**src/rtl/ysyx_25040101_pkg.sv**
```systemverilog
// Shared definitions for the IFU/LSU memory arbiter: FSM states, owner
// encoding and the default response timeout.
package ysyx_25040101_pkg;

  typedef enum logic [1:0] {
    S_IDLE = 2'd0,
    S_REQ  = 2'd1,
    S_WAIT = 2'd2
  } state_t;

  typedef enum logic {
    OWN_IFU = 1'b0,
    OWN_LSU = 1'b1
  } owner_t;

  localparam int DEFAULT_TIMEOUT = 255;
  localparam int CNT_W           = 16;

endpackage

```
**src/rtl/ysyx_25040101_rr_arb2.sv**
```systemverilog
// Two-way round-robin grant: a lone requester wins; on a tie the requester
// that was not granted last time wins. Purely combinational, one-hot output.
module ysyx_25040101_rr_arb2
  import ysyx_25040101_pkg::*;
(
  input  logic [1:0] req,
  input  logic       last_grant,
  output logic [1:0] grant
);

  always_comb begin
    grant = 2'b00;
    if (req == 2'b11) begin
      grant = (last_grant == OWN_LSU) ? 2'b01 : 2'b10;
    end else begin
      grant = req;
    end
  end

endmodule

```
**src/rtl/ysyx_25040101_mem_arb.sv**
```systemverilog
// Arbitrates IFU and LSU requests onto one downstream memory port, one
// outstanding transaction at a time, with a forced error after TIMEOUT cycles.
module ysyx_25040101_mem_arb
  import ysyx_25040101_pkg::*;
#(
  parameter int TIMEOUT = DEFAULT_TIMEOUT
) (
  input  logic        clk,
  input  logic        rst,
  input  logic        ifu_valid,
  output logic        ifu_ready,
  input  logic [31:0] ifu_addr,
  input  logic        lsu_valid,
  output logic        lsu_ready,
  input  logic [31:0] lsu_addr,
  input  logic        lsu_wen,
  input  logic [31:0] lsu_wdata,
  input  logic [3:0]  lsu_wmask,
  output logic        ifu_rvalid,
  output logic        lsu_rvalid,
  output logic [31:0] rdata,
  output logic        rerr,
  output logic        mem_valid,
  input  logic        mem_ready,
  output logic [31:0] mem_addr,
  output logic        mem_wen,
  output logic [31:0] mem_wdata,
  output logic [3:0]  mem_wmask,
  input  logic        mem_rvalid,
  input  logic [31:0] mem_rdata,
  input  logic        mem_rerr
);

  localparam logic [CNT_W-1:0] TMO = CNT_W'(TIMEOUT);

  state_t           state;
  owner_t           owner;
  owner_t           last_grant;
  logic [CNT_W-1:0] cnt;
  logic [31:0]      lat_addr;
  logic             lat_wen;
  logic [31:0]      lat_wdata;
  logic [3:0]       lat_wmask;
  logic [31:0]      rdata_hold;
  logic             rerr_hold;

  logic [1:0] grant;
  logic       in_idle;
  logic       in_req;
  logic       in_wait;
  logic       resp_real;
  logic       resp_tmo;
  logic       resp;

  // Gating with rst keeps every handshake output low during the reset cycle.
  assign in_idle = rst && (state == S_IDLE);
  assign in_req  = rst && (state == S_REQ);
  assign in_wait = rst && (state == S_WAIT);

  ysyx_25040101_rr_arb2 u_rr (
    .req        ({lsu_valid && in_idle, ifu_valid && in_idle}),
    .last_grant (last_grant),
    .grant      (grant)
  );

  assign ifu_ready = grant[0];
  assign lsu_ready = grant[1];

  // A real response in the timeout cycle takes priority over the forced error.
  assign resp_real = in_wait && mem_rvalid;
  assign resp_tmo  = in_wait && !mem_rvalid && (cnt == TMO);
  assign resp      = resp_real || resp_tmo;

  assign ifu_rvalid = resp && (owner == OWN_IFU);
  assign lsu_rvalid = resp && (owner == OWN_LSU);
  assign rdata      = resp_real ? mem_rdata : (resp_tmo ? 32'd0 : rdata_hold);
  assign rerr       = resp_real ? mem_rerr  : (resp_tmo ? 1'b1  : rerr_hold);

  assign mem_valid = in_req;
  assign mem_wen   = in_req && lat_wen;
  assign mem_addr  = lat_addr;
  assign mem_wdata = lat_wdata;
  assign mem_wmask = lat_wmask;

  always_ff @(posedge clk) begin
    if (!rst) begin
      state      <= S_IDLE;
      owner      <= OWN_IFU;
      last_grant <= OWN_LSU;
      cnt        <= '0;
      lat_addr   <= '0;
      lat_wen    <= 1'b0;
      lat_wdata  <= '0;
      lat_wmask  <= '0;
      rdata_hold <= '0;
      rerr_hold  <= 1'b0;
    end else begin
      case (state)
        S_IDLE: begin
          if (grant[0]) begin
            owner      <= OWN_IFU;
            last_grant <= OWN_IFU;
            lat_addr   <= ifu_addr;
            lat_wen    <= 1'b0;
            lat_wdata  <= '0;
            lat_wmask  <= '0;
            cnt        <= '0;
            state      <= S_REQ;
          end else if (grant[1]) begin
            owner      <= OWN_LSU;
            last_grant <= OWN_LSU;
            lat_addr   <= lsu_addr;
            lat_wen    <= lsu_wen;
            lat_wdata  <= lsu_wdata;
            lat_wmask  <= lsu_wmask;
            cnt        <= '0;
            state      <= S_REQ;
          end
        end
        S_REQ: begin
          if (cnt != TMO) cnt <= cnt + 1'b1;
          if (mem_ready) state <= S_WAIT;
        end
        S_WAIT: begin
          if (resp) begin
            rdata_hold <= rdata;
            rerr_hold  <= rerr;
            state      <= S_IDLE;
          end else if (cnt != TMO) begin
            cnt <= cnt + 1'b1;
          end
        end
        default: state <= S_IDLE;
      endcase
    end
  end

endmodule

```
**config.mk**
```make
export PLATFORM = sky130hd
export DESIGN_NAME = ysyx_25040101_mem_arb
export DESIGN_NICKNAME = d
export VERILOG_FILES = /design/src/rtl/ysyx_25040101_pkg.sv /design/src/rtl/ysyx_25040101_rr_arb2.sv /design/src/rtl/ysyx_25040101_mem_arb.sv
export SDC_FILE = /design/constraint.sdc
export NUM_CORES = 1
export LEC_CHECK = 0
export CELL_PAD_IN_SITES_DETAIL_PLACEMENT = 1
export CELL_PAD_IN_SITES_GLOBAL_PLACEMENT = 2
export CORE_ASPECT_RATIO = 0.7
export CORE_MARGIN = 2
export CORE_UTILIZATION = 23
export CTS_CLUSTER_DIAMETER = 80
export DETAILED_ROUTE_END_ITERATION = 6
export PLACE_DENSITY_LB_ADDON = 0.1
export SYNTH_ARGS = -nofsm -noshare
export SYNTH_HDL_FRONTEND = slang
export SYNTH_SLANG_ARGS = --single-unit
```
**constraint.sdc**
```tcl
create_clock -name clk -period 2.4 [get_ports clk]
set_input_delay 0.6 -clock clk [delete_from_list [all_inputs] [get_ports clk]]
set_output_delay 0.6 -clock clk [all_outputs]
set_load 0.01 [all_outputs]
```
==> results list <==
- Setup TNS Final: -12.13 ns
- In this run the vertical extent of the chip is 129 um.
- Die area: 23500 sq um
* Critical Setup Path Class: flip-flop to output pin
- Sequence of cells on the critical path: ha_4 > nand4_1 > and4bb_4 > o211ai_4 > buf_12 > buf_8 > buf_16 > a22o_1 > buf_2
* Library cell with the highest instance count after synthesis: sky130_fd_sc_hd__dfxtp_1
- Reported net switching power: 2240 uW
- The final reports fail on negative setup slack.
- Placed cells: roughly 1100
* Detailed-route DRC error count: 0
* Weighted congestion reported at the end of routability-driven placement: 0.782
- The number of pins exceeding their max-slew limit in the final report was 0.
- Min-delay worst type: flip-flop to flip-flop
- For this run, the number of Yosys warnings is 0.
- Number of DRC markers in iteration 0: about 170
- Internal power comes to around 5000 uW.
- Kind of capture point of the worst setup path: output pin
- Combinational share of power: 32.1%
* Run status: complete, but fails checks
- Post-route clock skew: 0.00973 ns
- Setup Slack @ Placement: -0.585 ns
- Net total in the final layout: 980
- Vias: 5120
- On the critical path, the stage with the largest delay is an instance of sky130_fd_sc_hd__and4bb_4.
- STA puts the critical path data required time at 1.80 ns.
- Via-to-Cell Ratio: about 4.5
- For the worst setup path, the data arrival time is 2.25 ns.
- First-pass iteration count of the detailed router: 5
- Worst Setup Start Kind: flip-flop
- The first global-routing pass estimated 30.3 mm of wire.
- Mean cell area of the mapped netlist: between 9 and 10 sq um
- In this run, synthesis inferred 0 flip-flops with an integrated enable.
- Relative contribution of the clock network to total power: 35.8%
* H-tree levels: 4
* Total global-route track usage: between 10% and 20%
- Total design power: approximately 7300 uW
- Portion of total power attributed to sequential cells: approximately 32%
- Hold repair after CTS inserted 0 buffers.
* Horizontal die dimension: 183 um
* Area delta synth->final: 75.0%
- Switching Share: 30.6%
* Fraction of the yosys area taken by sequential cells: a little under half
* Std cell rows: between 40 and 50
- Power per Cell Area: 817 nW/um^2
- CTS placed an instance of sky130_fd_sc_hd__clkbuf_16 at the clock tree root.
- Setup repair after global routing missed its margin: yes
* Worst Max-Slew Pin Slew: 0.488 ns
- During placement, the flow inserted port buffers numbering about 250.
- The number of global-route vias before repair came to roughly 5400.
* Half-perimeter wire length after placement: 14.3 mm
- After clock tree synthesis, the clock-pin slew on the worst setup and hold paths is approximately 0.06 ns.
* Number of different library cells in the post-synthesis netlist: 49
- Number of antenna violations at the first check in global routing: 1
- Post-route cell area: 8980 sq um
* Worst-case clock buffer depth: 2
- Core Area: about 22000 sq um
- The filler cells instantiated in the layout total 2447.
* Antenna viol nets, final: 0
- Clock latency on the worst-skew pair, taken at its later pin, is ~0.42 ns.
* Leakage power: 0.00358 uW
- 247 I/O pins were placed.
- The total overflow left after global routing is 0.
- After technology mapping, the gate count stands at 537.
- Clock Sink Count: 122
* Slowest cell delay on critical path: 0.37 ns
- Routed length per placed instance: 17.3 um
- IR analysis of the VDD net gives a maximum drop of 0.000489 V.
* Post-layout min period: 2.85 ns
* Dominant cells by area after synthesis: sky130_fd_sc_hd__dfxtp_1, sky130_fd_sc_hd__mux2i_1, sky130_fd_sc_hd__nor2_1
- Dominant synthesized flop cell: sky130_fd_sc_hd__dfxtp_1
- Maximum fanout along the worst path: 8
- The count of cells in the finished layout, fillers not included, comes to 1129.
- Based on the critical path, the design can be clocked at up to ~0.35 GHz.
- Across all setup checks in the final design, the least slack found is -0.453 ns.
- Setup violations remaining at the end of the flow were counted as 35.
- Total clock buffers created by CTS: 17
- sky130_fd_sc_hd__dfxtp_1 takes more of the synthesized area than any other cell.
- Number of synthesized register bits: ~120
* Standard cell area after detailed placement: roughly 8300 sq um
- For this run, asynchronously set or reset flops after synthesis account for 0%.
- Post-Syn Nets: 684
* Yosys top cell area share: 47.6%
- The final layout contains routed wiring with a total length of 19.6 mm.
- MaxCap Viol Count: 0
* TritonCTS clock tree: yes
* Most frequent cells after synthesis: sky130_fd_sc_hd__dfxtp_1, sky130_fd_sc_hd__nor2_1, sky130_fd_sc_hd__a22oi_1
* Post-route clock period utilization: 119%
- Final-report hold violation count: 0
- In this run the cell area of the synthesized design comes to 5130 sq um.
- Starting utilization of the core area: 23.6%
* Maximum number of pins on one net before global-route repair: 58
* Fraction of final layout cells with drive strength greater than 1: between 10% and 20%
- In this run the tightest slew margin relative to its limit is 67.2%.
registers in the layout, indices dropped and copies added, names as in the netlist:
| name | flops |
|---|---|
| cnt | 16 |
| last_grant | 1 |
| lat_wen | 1 |
| mem_addr | 32 |
| mem_wdata | 32 |
| mem_wmask | 4 |
| owner | 1 |
| rdata_hold | 32 |
| rerr_hold | 1 |
| state | 2 |
worst max-delay path, delay by kind of cell (launching register included):
kind,cells,cell delay [ns]
adders and majority gates,1,0.14
AOI/OAI and AO/OA,2,0.32
DFF,1,0.35
buffers and inverters,4,0.55
and+or+nand+nor,2,0.48
power by group through the flow:
stage	clock network (uW)	registers [uW]	logic, uW
after floorplan	0	2450	1000
after global placement	0	2380	2280
after detailed placement	0	2390	2310
after CTS	2720	2350	2360
after global routing	2810	2380	2590
final	2620	2350	2360
per-layer routing:
| layer | share of wire, % | global-route usage, % | wire [um] | vias to the layer above |
|---|---|---|---|---|
| met5 | 0 | 0 | 0 | - |
| met4 | 1.9 | 6.12 | 381 | 0 |
| met3 | 8.5 | 6.91 | 1660 | 25 |
| met2 | 44 | 25.8 | 8630 | 202 |
| met1 | 45 | 21.0 | 8910 | 2350 |
| li1 | - | - | - | 2543 |
worst paths after layout:
| check | startpoint | endpoint | slack, ns | depth (start not counted) |
|---|---|---|---|---|
| max | cnt[1] | rdata[21] | -0.45 | 9 |
| max reg2reg | state[1] | cnt[1] | 0.25 | 10 |
| min | mem_addr[14] | mem_addr[14] | 0.50 | 2 |
| min reg2reg | mem_addr[14] | mem_addr[14] | 0.50 | 2 |
layout make-up:
class                      count  area (sq um)  area share, %
antenna                        1          2.50         0.0279
clock buffer                  18           429           4.78
clock inverter                14           173           1.92
inverter                      13          48.8          0.543
multi-input combinational    358          2510           27.9
sequential                   122          2450           27.2
tap                          282           353           3.93
timing repair buffer         321          3020           33.6
kinds of logic (layout without fill, tap and decap cells):
group	count (synthesis)	after routing	synth area share (%)
AND/OR/NAND/NOR	166	166	16.2
adder cells (fa/ha/maj)	7	7	1.71
other	0	1	0
flip-flops	122	122	47.6
AO/OA/AOI/OAI	151	151	22.7
buffers and inverters	57	366	5.17
multiplexers	34	34	6.63
per-stage QoR:
| stage | utilization, % | hold slack, ns |
|---|---|---|
| after global placement | 37.9 | 0.482 |
| after detailed placement | 37.9 | 0.487 |
| final | 41.2 | 0.497 |
| after global routing | 41.2 | 0.524 |
| after CTS | 40.8 | 0.500 |
| after floorplan | - | 0.457 |
placed cells by master (no fill, tap or decap), drive strengths merged, types with 15 or more instances in the layout:
cell type / count
clkbuf: 18
nor2: 86
a22o: 32
and2: 35
a211oi: 37
mux2i: 34
dfxtp: 122
inv: 15
clkdlybuf4s50: 205
buf: 111
a22oi: 39
timing repair:
action,CTS,global route
pin swaps,5,7
endpoints found under the setup margin,39,40
gates resized for setup,166,14
gates cloned,3,0
setup buffers,7,8
(Power assumes the default switching activity.)
